### config.mk
export PLATFORM = sky130hd
export DESIGN_NAME = cache_seq_ctrl
export DESIGN_NICKNAME = d
export VERILOG_FILES = /design/src/rtl/cache_seq_ctrl.sv
export SDC_FILE = /design/constraint.sdc
export NUM_CORES = 1
export LEC_CHECK = 0
export ABC_AREA = 0
export CAP_MARGIN = 20
export CORE_MARGIN = 2
export CORE_UTILIZATION = 48
export CTS_BUF_LIST = sky130_fd_sc_hd__clkbuf_8
export DETAILED_ROUTE_END_ITERATION = 8
export PLACE_DENSITY_LB_ADDON = 0.08
export SETUP_SLACK_MARGIN = 0.2
export SKIP_LAST_GASP = 1
export SLEW_MARGIN = 20
export SYNTH_ARGS = -nofsm -noshare
export SYNTH_HDL_FRONTEND = slang
export SYNTH_SLANG_ARGS = --single-unit
### constraint.sdc
create_clock -name clk -period 2.3 [get_ports clk]
set_input_delay 0.23 -clock clk [delete_from_list [all_inputs] [get_ports clk]]
set_output_delay 0.23 -clock clk [all_outputs]
set_load 0.03 [all_outputs]
### src/rtl/cache_seq_ctrl.sv
// Sequencing controller for the 4-way set-associative cache datapath: strobes c0..c7 and a memory req/ack with timeout.
// Optional counters are enabled by defining CACHE_SEQ_CTRL_STATS_EN.
module cache_seq_ctrl #(
  parameter int LOOKUP_WAIT = 2,
  parameter int MEM_TIMEOUT = 255,
  parameter int TMO_W       = 8
) (
  input  logic clk,
  input  logic rst,
  input  logic req_valid,
  input  logic req_write,
  output logic req_ready,
  output logic resp_valid,
  output logic resp_hit,
  output logic resp_err,
  input  logic hit,
  input  logic miss,
  input  logic free,
  input  logic victim_dirty,
  output logic c0,
  output logic c1,
  output logic c2,
  output logic c3,
  output logic c4,
  output logic c5,
  output logic c6,
  output logic c7,
  output logic mem_req,
  output logic mem_we,
  input  logic mem_ack
`ifdef CACHE_SEQ_CTRL_STATS_EN
  ,
  output logic [15:0] stat_hits,
  output logic [15:0] stat_misses,
  output logic [15:0] stat_wbacks,
  output logic [15:0] stat_timeouts
`endif
);

  typedef enum logic [3:0] {
    IDLE, LATCH, WAIT, COMPARE, RESOLVE, RESP, ERRRESP,
    ALLOC, ALLOC_CHK, EVICT, EVICT_CHK, WB, FETCH, FILL
  } state_t;

  state_t           state, nxt;
  logic             op_w, retry;
  logic [2:0]       wcnt;
  logic [TMO_W-1:0] tcnt;
  logic [TMO_W:0]   tcnt_inc;
  logic             tmo, in_mem;

  // Limit is reached when this no-ack cycle would bring the count to MEM_TIMEOUT.
  assign tcnt_inc = {1'b0, tcnt} + (TMO_W+1)'(1);
  assign tmo      = (tcnt_inc == (TMO_W+1)'(MEM_TIMEOUT));
  assign in_mem   = (state == WB) || (state == FETCH);

  always_ff @(posedge clk) begin
    if (rst) begin
      state <= IDLE;
      op_w  <= 1'b0;
      retry <= 1'b0;
      wcnt  <= '0;
      tcnt  <= '0;
    end else begin
      state <= nxt;
      case (state)
        IDLE:  if (req_valid) begin op_w <= req_write; retry <= 1'b0; end
        LATCH: wcnt <= 3'(LOOKUP_WAIT);
        WAIT:  wcnt <= wcnt - 3'd1;
        FILL:  retry <= 1'b1;
        default: ;
      endcase
      if ((nxt == WB || nxt == FETCH) && nxt != state) tcnt <= '0;
      else if (in_mem && !mem_ack)                    tcnt <= tcnt_inc[TMO_W-1:0];
    end
  end

  always_comb begin
    nxt        = state;
    req_ready  = 1'b0;
    resp_valid = 1'b0;
    resp_hit   = 1'b0;
    resp_err   = 1'b0;
    {c0, c1, c2, c3, c4, c5, c6, c7} = '0;
    mem_req    = 1'b0;
    mem_we     = 1'b0;
    case (state)
      IDLE: begin
        req_ready = 1'b1;
        if (req_valid) nxt = LATCH;
      end
      LATCH: begin c0 = 1'b1; nxt = WAIT; end
      WAIT:  if (wcnt <= 3'd1) nxt = COMPARE;
      COMPARE: begin
        c3 = 1'b1;
        c1 = ~op_w;
        c2 = op_w;
        nxt = RESOLVE;
      end
      // miss is informational only; absence of hit is what drives a refill
      RESOLVE:   nxt = hit ? RESP : (retry ? ERRRESP : ALLOC);
      RESP: begin
        resp_valid = 1'b1;
        resp_hit   = ~retry;
        nxt        = IDLE;
      end
      ERRRESP: begin
        resp_valid = 1'b1;
        resp_err   = 1'b1;
        nxt        = IDLE;
      end
      ALLOC:     begin c5 = 1'b1; nxt = ALLOC_CHK; end
      ALLOC_CHK: nxt = free ? FETCH : EVICT;
      EVICT:     begin c7 = 1'b1; nxt = EVICT_CHK; end
      EVICT_CHK: nxt = victim_dirty ? WB : FETCH;
      WB: begin
        mem_req = 1'b1;
        mem_we  = 1'b1;
        if (mem_ack)  nxt = FETCH;
        else if (tmo) nxt = ERRRESP;
      end
      FETCH: begin
        c4      = 1'b1;
        mem_req = 1'b1;
        if (mem_ack)  nxt = FILL;
        else if (tmo) nxt = ERRRESP;
      end
      FILL:    begin c6 = 1'b1; nxt = LATCH; end
      default: nxt = IDLE;
    endcase
  end

`ifdef CACHE_SEQ_CTRL_STATS_EN
  function automatic logic [15:0] sat_inc(input logic [15:0] v);
    return (v == 16'hFFFF) ? v : v + 16'd1;
  endfunction

  always_ff @(posedge clk) begin
    if (rst) begin
      stat_hits     <= '0;
      stat_misses   <= '0;
      stat_wbacks   <= '0;
      stat_timeouts <= '0;
    end else begin
      if (state == RESP && !retry)                 stat_hits     <= sat_inc(stat_hits);
      if (state == RESOLVE && !hit && !retry)      stat_misses   <= sat_inc(stat_misses);
      if (state == WB && mem_ack)                  stat_wbacks   <= sat_inc(stat_wbacks);
      if (in_mem && !mem_ack && tmo)               stat_timeouts <= sat_inc(stat_timeouts);
    end
  end
`endif

endmodule

== Word-level counts from Yosys, hierarchy flattened ==
Cells that the tools add are included.

* Bits in read-only memories: 0
* Register bits: 17
* Word-level logic and storage cells: 68
* Bits of input ports: 9
* RAM bits: 0
* Memories kept: 0
* Output and inout port bits: 14
* Bits in latches: 0

* Div/mod/pow operators: 0
* Muxes and demuxes: 27
* Multiply operators: 0
* Shifts and indexed selects: 0
* $lt $le $gt $ge: 1
* Reductions and logical operators: 13
* Bitwise logic cells: 2
* Equality and inequality tests: 18
* $add $sub $neg: 2

{| class="wikitable"
|+ Operators by type and width
! kind !! number
|-
| $pmux 4 s12 || 1
|-
| $eq 4x4->1 const B || 8
|-
| $mux 4 || 5
|-
| $eq 4x3->1 const B || 4
|-
| $mux 1 || 16
|-
| $add 8x1->9 const B || 1
|-
| $eq 9x8->1 const B || 1
|-
| $eq 4x2->1 const B || 2
|-
| $mux 3 || 2
|-
| $pmux 3 s2 || 1
|-
| $reduce_or 2->1 || 3
|-
| $eq 4x1->1 const B || 1
|-
| $logic_not 4->1 || 1
|-
| $ne 4x4->1 || 1
|-
| $reduce_and 2->1 || 2
|-
| $reduce_bool 2->1 || 2
|-
| $le 3x1->1 const B || 1
|-
| $sub 3x1->3 const B || 1
|-
| $logic_and 1x1->1 || 2
|-
| $logic_or 1x1->1 || 2
|-
| $mux 2 || 1
|-
| $ne 2x2->1 const B || 1
|-
| $not 1->1 || 2
|-
| $pmux 1 s2 || 1
|-
| $logic_not 1->1 || 1
|}

== Depth between registers and ports, before layout ==
* Depth after elaboration: 9
* Mapped depth: 10
* Gate-level depth less buffers: 8

== Least setup slack after synthesis ==
Ideal clock, no wire load.

* Kind: register to register
* Start: register state[0]
* End: register tcnt[1]
* Data arrival time: 2.351 ns
* Buffers on the path: 3
* Data required time: 2.168 ns
* Clock period less this slack: 2.483 ns
* Slack: -0.183 ns
* Cell stages (with the launch flop): 11
* Setup time: 0.132 ns
* Path through: dfxtp_1 buf_2 or2_1 buf_4 o22ai_2 nor2b_1 buf_2 a211oi_1 or3b_2 a22oi_4 a2111oi_1

* Longest elaborated chain between the ends: 7
* Elaborated cells between the ends (all ways): 26
* Classes of those cells: 14 x eq/ne; 6 x mux; 6 x reduce/logical

{| class="wikitable"
|+ RTL lines
! what !! RTL line !! RTL
|-
| start: declaration || 45 || <nowiki>state_t state, nxt;</nowiki>
|-
| start signal: assignment || 65 || <nowiki>state <= nxt;</nowiki>
|-
| $mux 4 || 120, 126 ||
|-
| $mux 4 (on tied branches) || 125, 119 ||
|-
| $pmux 4 s12 || 87 || <nowiki>case (state)</nowiki>
|-
| $eq 4x4->1 || 73 || <nowiki>if ((nxt == WB || nxt == FETCH) && nxt != state) tcnt <= '0;</nowiki>
|-
| $logic_or 1x1->1 || 73 ||
|-
| $logic_and 1x1->1 || 73 ||
|-
| $reduce_or 2->1 (no source line) || -- ||
|-
| end signal: assignment || 74 || <nowiki>else if (in_mem && !mem_ack) tcnt <= tcnt_inc[TMO_W-1:0];</nowiki>
|-
| end: declaration || 48 || <nowiki>logic [TMO_W-1:0] tcnt;</nowiki>
|}

Several ways; a longest one is shown, not always the timed one.
A chain may end at the register's enable or synchronous reset.

== Final worst setup path ==
* Start: register tcnt[0]
* End: register tcnt[1]

* Longest elaborated chain between the ends: 9
* Elaborated cells between the ends (all ways): 12
* Classes of those cells: 1 x add/sub; 4 x eq/ne; 4 x mux; 3 x reduce/logical

{| class="wikitable"
|+ RTL lines
! what !! RTL line !! RTL
|-
| $add 8x1->9 * || 53 || <nowiki>assign tcnt_inc = {1'b0, tcnt} + (TMO_W+1)'(1);</nowiki>
|-
| $eq 9x8->1 || 54 || <nowiki>assign tmo = (tcnt_inc == (TMO_W+1)'(MEM_TIMEOUT));</nowiki>
|-
| $mux 4 || 120, 126 ||
|-
| $mux 4 (on tied branches) || 125, 119 ||
|-
| $pmux 4 s12 || 87 ||
|-
| $eq 4x4->1 || 73 ||
|-
| $logic_or 1x1->1 || 73 ||
|-
| $logic_and 1x1->1 || 73 ||
|-
| $reduce_or 2->1 (no source line) || -- ||
|}

Every way passes the cells marked *; elsewhere a longest branch is shown, timed or not.

==> flow_summary.ini <==
[run_status]
status = finished, violations left
failed_checks = setup timing

[drt]
routed_wirelength_um = 3532
detailedRoute.firstIterationViolations = 36
detail_route.vias_per_cell = 5.738
drtAntennaViolNets = 0
dr_total_vias = 1337
route.detailed.wl_per_inst_um = 15.16
dr.pass1.iters = 4
route.detailed.drc = 0

[worst_setup_path]
cp_slowest_cell = or4b_4
rr_worst_depth = 9
stages_on_worst_setup_path = 9
crit_type = reg2reg
crit_buf_inv = 1
critical_path.startpoint = tcnt[0]
startpoint_kind_of_the_worst_setup_timing_path = flip-flop
crit_path_end_kind = flip-flop
crit_fanout = 8
cpLargestDelayFamily = simple AND/OR/NAND/NOR gates
path_cells = ha_4 -> xor2_1 -> nand4_1 -> o21ai_2 -> or4b_4 -> or4b_4 -> a22oi_4 -> buf_12 -> a2111oi_2
top_cell_by_count_worst_path = or4b_4
timing.rr.end = tcnt[1]
required_ns = 2.40
worst_r2r_startpoint = tcnt[0]
critPathArrivalTime_ns = 2.60
setup.worst_path.end = tcnt[1]
critical_path.max_stage_delay_ns = 0.51
rrSetupSlack_ns = -0.20

[synth]
share_of_synthesized_registers_carrying_an_async_set_or_reset = 0
yosys_most_used_dff = dfxtp_1
synth_fp_nets = 163
yosys.area_share.adder = 0.04324
synth.lib_cells_used.distinct = 41
synth_compound_gate_area_share = 0.1849
synthMuxAreaShare = 0.01730
syn_area_cell_um2 = 7.716
yosys_warnings = 0
synth_xor_xnor_area_share = 0.07568
area_fraction_in_and_or_nand_and_nor_cells_after_synthesis = 0.3254
synth_edf_count = 0
ff_latch_count_synth = 17
synth.yosys.seq_area_share = 0.2941
cell_count_after_synthesis = 150
dominant_combinational_cell_family_by_area_after_synthesis = simple AND/OR/NAND/NOR gates
syn_area_mm2 = 0.001157

[sta]
final-setup-viol-count = 8
timing.fmax_ghz = 0.3995
finalClockSkew_ns = 0.002482
finalCritPeriodShare = 1.088
setup_slack_ns = -0.2032
grt_setup_unrepaired = yes
worst-slew-pin-transition_ns = 0.6806
timing.final.crit_period_ns = 2.503
timing.final.max_slew_violations = 0
fin_hold_ws_ns = 0.5419
timing.max_slew.rel_slack = 0.5449
finalHoldViolCount = 0

[flow_run]
cap_violations = 0

[min_path]
hold_path_class = reg2reg

[power]
sw_frac_of_total = 0.3374
comb_power_share = 0.385
p_total_uw = 909.9
power.internal_uw = 602.9
power.leakage_nw = 0.7798
power.share.sequential = 0.370
clockPowerShare = 0.245
irDropWorstVdd_uv = 593.6
power.net_switching_uw = 307.0
p_per_area_mw_per_mm2 = 506.1

[clocking]
cts_hold_buf = 0
clock_sinks = 17
worstSkewPairLatency_ns = 0.25
numCtsBuffers = 3
clock-root-buffer = clkbuf_8
clockBufferDepth = 2
htree_levels = 1
cts_tree = built
cts.reportedPaths.clkPinSlew_ns = 0.07

[floorplan]
std_cell_rows = 17
die-area_mm2 = 0.002820
core_area_mm2 = 0.002255
initial_utilization = 0.5133
die_height_um = 53.11
pin_count = 23
chipWidth_um = 53.11

[global_routing]
global_route.usage.met2 = 0.4646
grt_overflow_total = 0
globalRouteMet3Util = 0.05367
grt_max_degree = 16
globalRouteMet1Util = 0.3293
grt_first_pass_wirelength_um = 5582
globalRoute.busiestLayer = met2
antenna_found_initial = 0
groute.usage.overall = 0.2732
vias_in_the_first_global_route = 1259

[layout]
register_area_um2 = 346.6
multi_input_area_um2 = 824.5
postLayoutCellArea_mm2 = 0.001798
fillCellCount = 153
post_route_cells_drive_above_1_share = 0.3171
layout.core_utilization = 0.7974
areaGrowthSynthToFinish_pct = 55.35
nNetsFinal = 219
n_antenna_cell = 0
layout.cells.non_filler = 233

[place]
postPlaceCellArea_mm2 = 0.001694
buffer_ports.inserted = 21
place.gp.congestion = 0.9492
hpwl_um = 2595
number_of_placed_instances_with_taps_included = 226
[cells in the mapped netlist (all sizes together), types with 2 or more instances]
cell | n | area (um^2)
o21ai | 4 | 20.01
ha | 4 | 50.05
xnor2 | 4 | 35.03
o22ai | 4 | 31.28
nor3 | 14 | 70.07
a211oi | 3 | 22.52
nand2b | 7 | 46.30
or4b | 2 | 20.02
inv | 6 | 22.52
a21oi | 15 | 75.07
nand4 | 4 | 25.02
dfxtp | 17 | 340.3
nor2 | 15 | 56.30
a21o | 2 | 15.01
nand2 | 10 | 37.54
clkbuf | 4 | 15.01
nand3b | 2 | 15.01
and3 | 2 | 13.77
nor2b | 3 | 18.77
nor4 | 2 | 12.51
xor2 | 6 | 52.55
mux2i | 2 | 20.02
buf | 6 | 31.28
[what timing repair did]
item                                    CTS  global route
pin swaps                                 1             3
resized for setup                        16             6
hold endpoints to repair                  0             0
endpoints found under the setup margin   20             9
buffers inserted                          2             1
gates cloned                              0             0
[flip-flops by register name, summed over array words and instances, names as in the netlist]
register / count
wcnt: 3
state: 4
op_w: 1
tcnt: 8
retry: 1
[power by group through the flow]
| stage | registers (mW) | logic [mW] | clock network [mW] |
|---|---|---|---|
| after floorplan | 0.332 | 0.226 | 0 |
| after global placement | 0.341 | 0.336 | 0 |
| after detailed placement | 0.343 | 0.343 | 0 |
| after CTS | 0.335 | 0.341 | 0.227 |
| after global routing | 0.338 | 0.381 | 0.245 |
| final | 0.337 | 0.350 | 0.223 |
[worst register-to-register path, stage by stage (launching register included)]
cell,delay [ns]
dfxtp_2,0.38
ha_4,0.14
xor2_1,0.16
nand4_1,0.16
o21ai_2,0.18
or4b_4,0.47
or4b_4,0.51
a22oi_4,0.16
buf_12,0.15
a2111oi_2,0.04
[routing by layer]
layer | wire length, um | part of all wire
met5 | 0 | 0
met3 | 200 | 0.057
met4 | 107 | 0.030
met1 | 1457 | 0.41
met2 | 1766 | 0.50
[layout by cell type (no fill, tap or decap), drive strengths merged, types with 3 or more instances in the layout]
master,n
a211oi,3
a21oi,15
buf,40
clkbuf,3
clkdlybuf4s50,8
dfxtp,17
dlygate4sd2,12
ha,4
inv,6
nand2,10
nand2b,7
nand4,4
nor2,15
nor2b,3
nor3,14
o21ai,4
o22ai,4
xnor2,4
xor2,6
[cell type report]
type | instances | share of cell area
Multi-Input combinational cell | 117 | 0.4586
Timing Repair Buffer | 61 | 0.2909
Sequential cell | 17 | 0.1928
Clock buffer | 3 | 0.02296
Tap cell | 28 | 0.01949
Inverter | 6 | 0.01253
Clock inverter | 1 | 0.002784
[worst min path at each step]
stage                  from  slack, ns      end  depth (start not counted)
CTS                   retry       0.54    retry                          2
floorplan               rst       0.30  tcnt[0]                          1
detailed placement    retry       0.52    retry                          2
global route        wcnt[1]       0.60  wcnt[1]                          2
finish                retry       0.54    retry                          2
global placement       op_w       0.49     op_w                          2
[cells by family (layout without fill, tap and decap cells)]
kind of cell / count (synthesis) / after routing
buffers and inverters: 16 / 71
AND/OR/NAND/NOR: 69 / 69
XOR/XNOR: 10 / 10
multiplexers: 2 / 2
flip-flops: 17 / 17
adder cells (fa/ha/maj): 4 / 4
AO/OA/AOI/OAI: 32 / 32
[through the flow]
stage | worst slack [ns] | setup TNS [ns]
2_1_floorplan | 0.04027 | 0
4_1_cts | -0.1522 | -1.111
6_report | -0.2032 | -1.570
3_3_place_gp | -0.1963 | -1.491
5_1_grt | -0.2879 | -2.228
3_5_place_dp | -0.2647 | -2.000
Note: power is estimated with default switching activity, not from simulation.
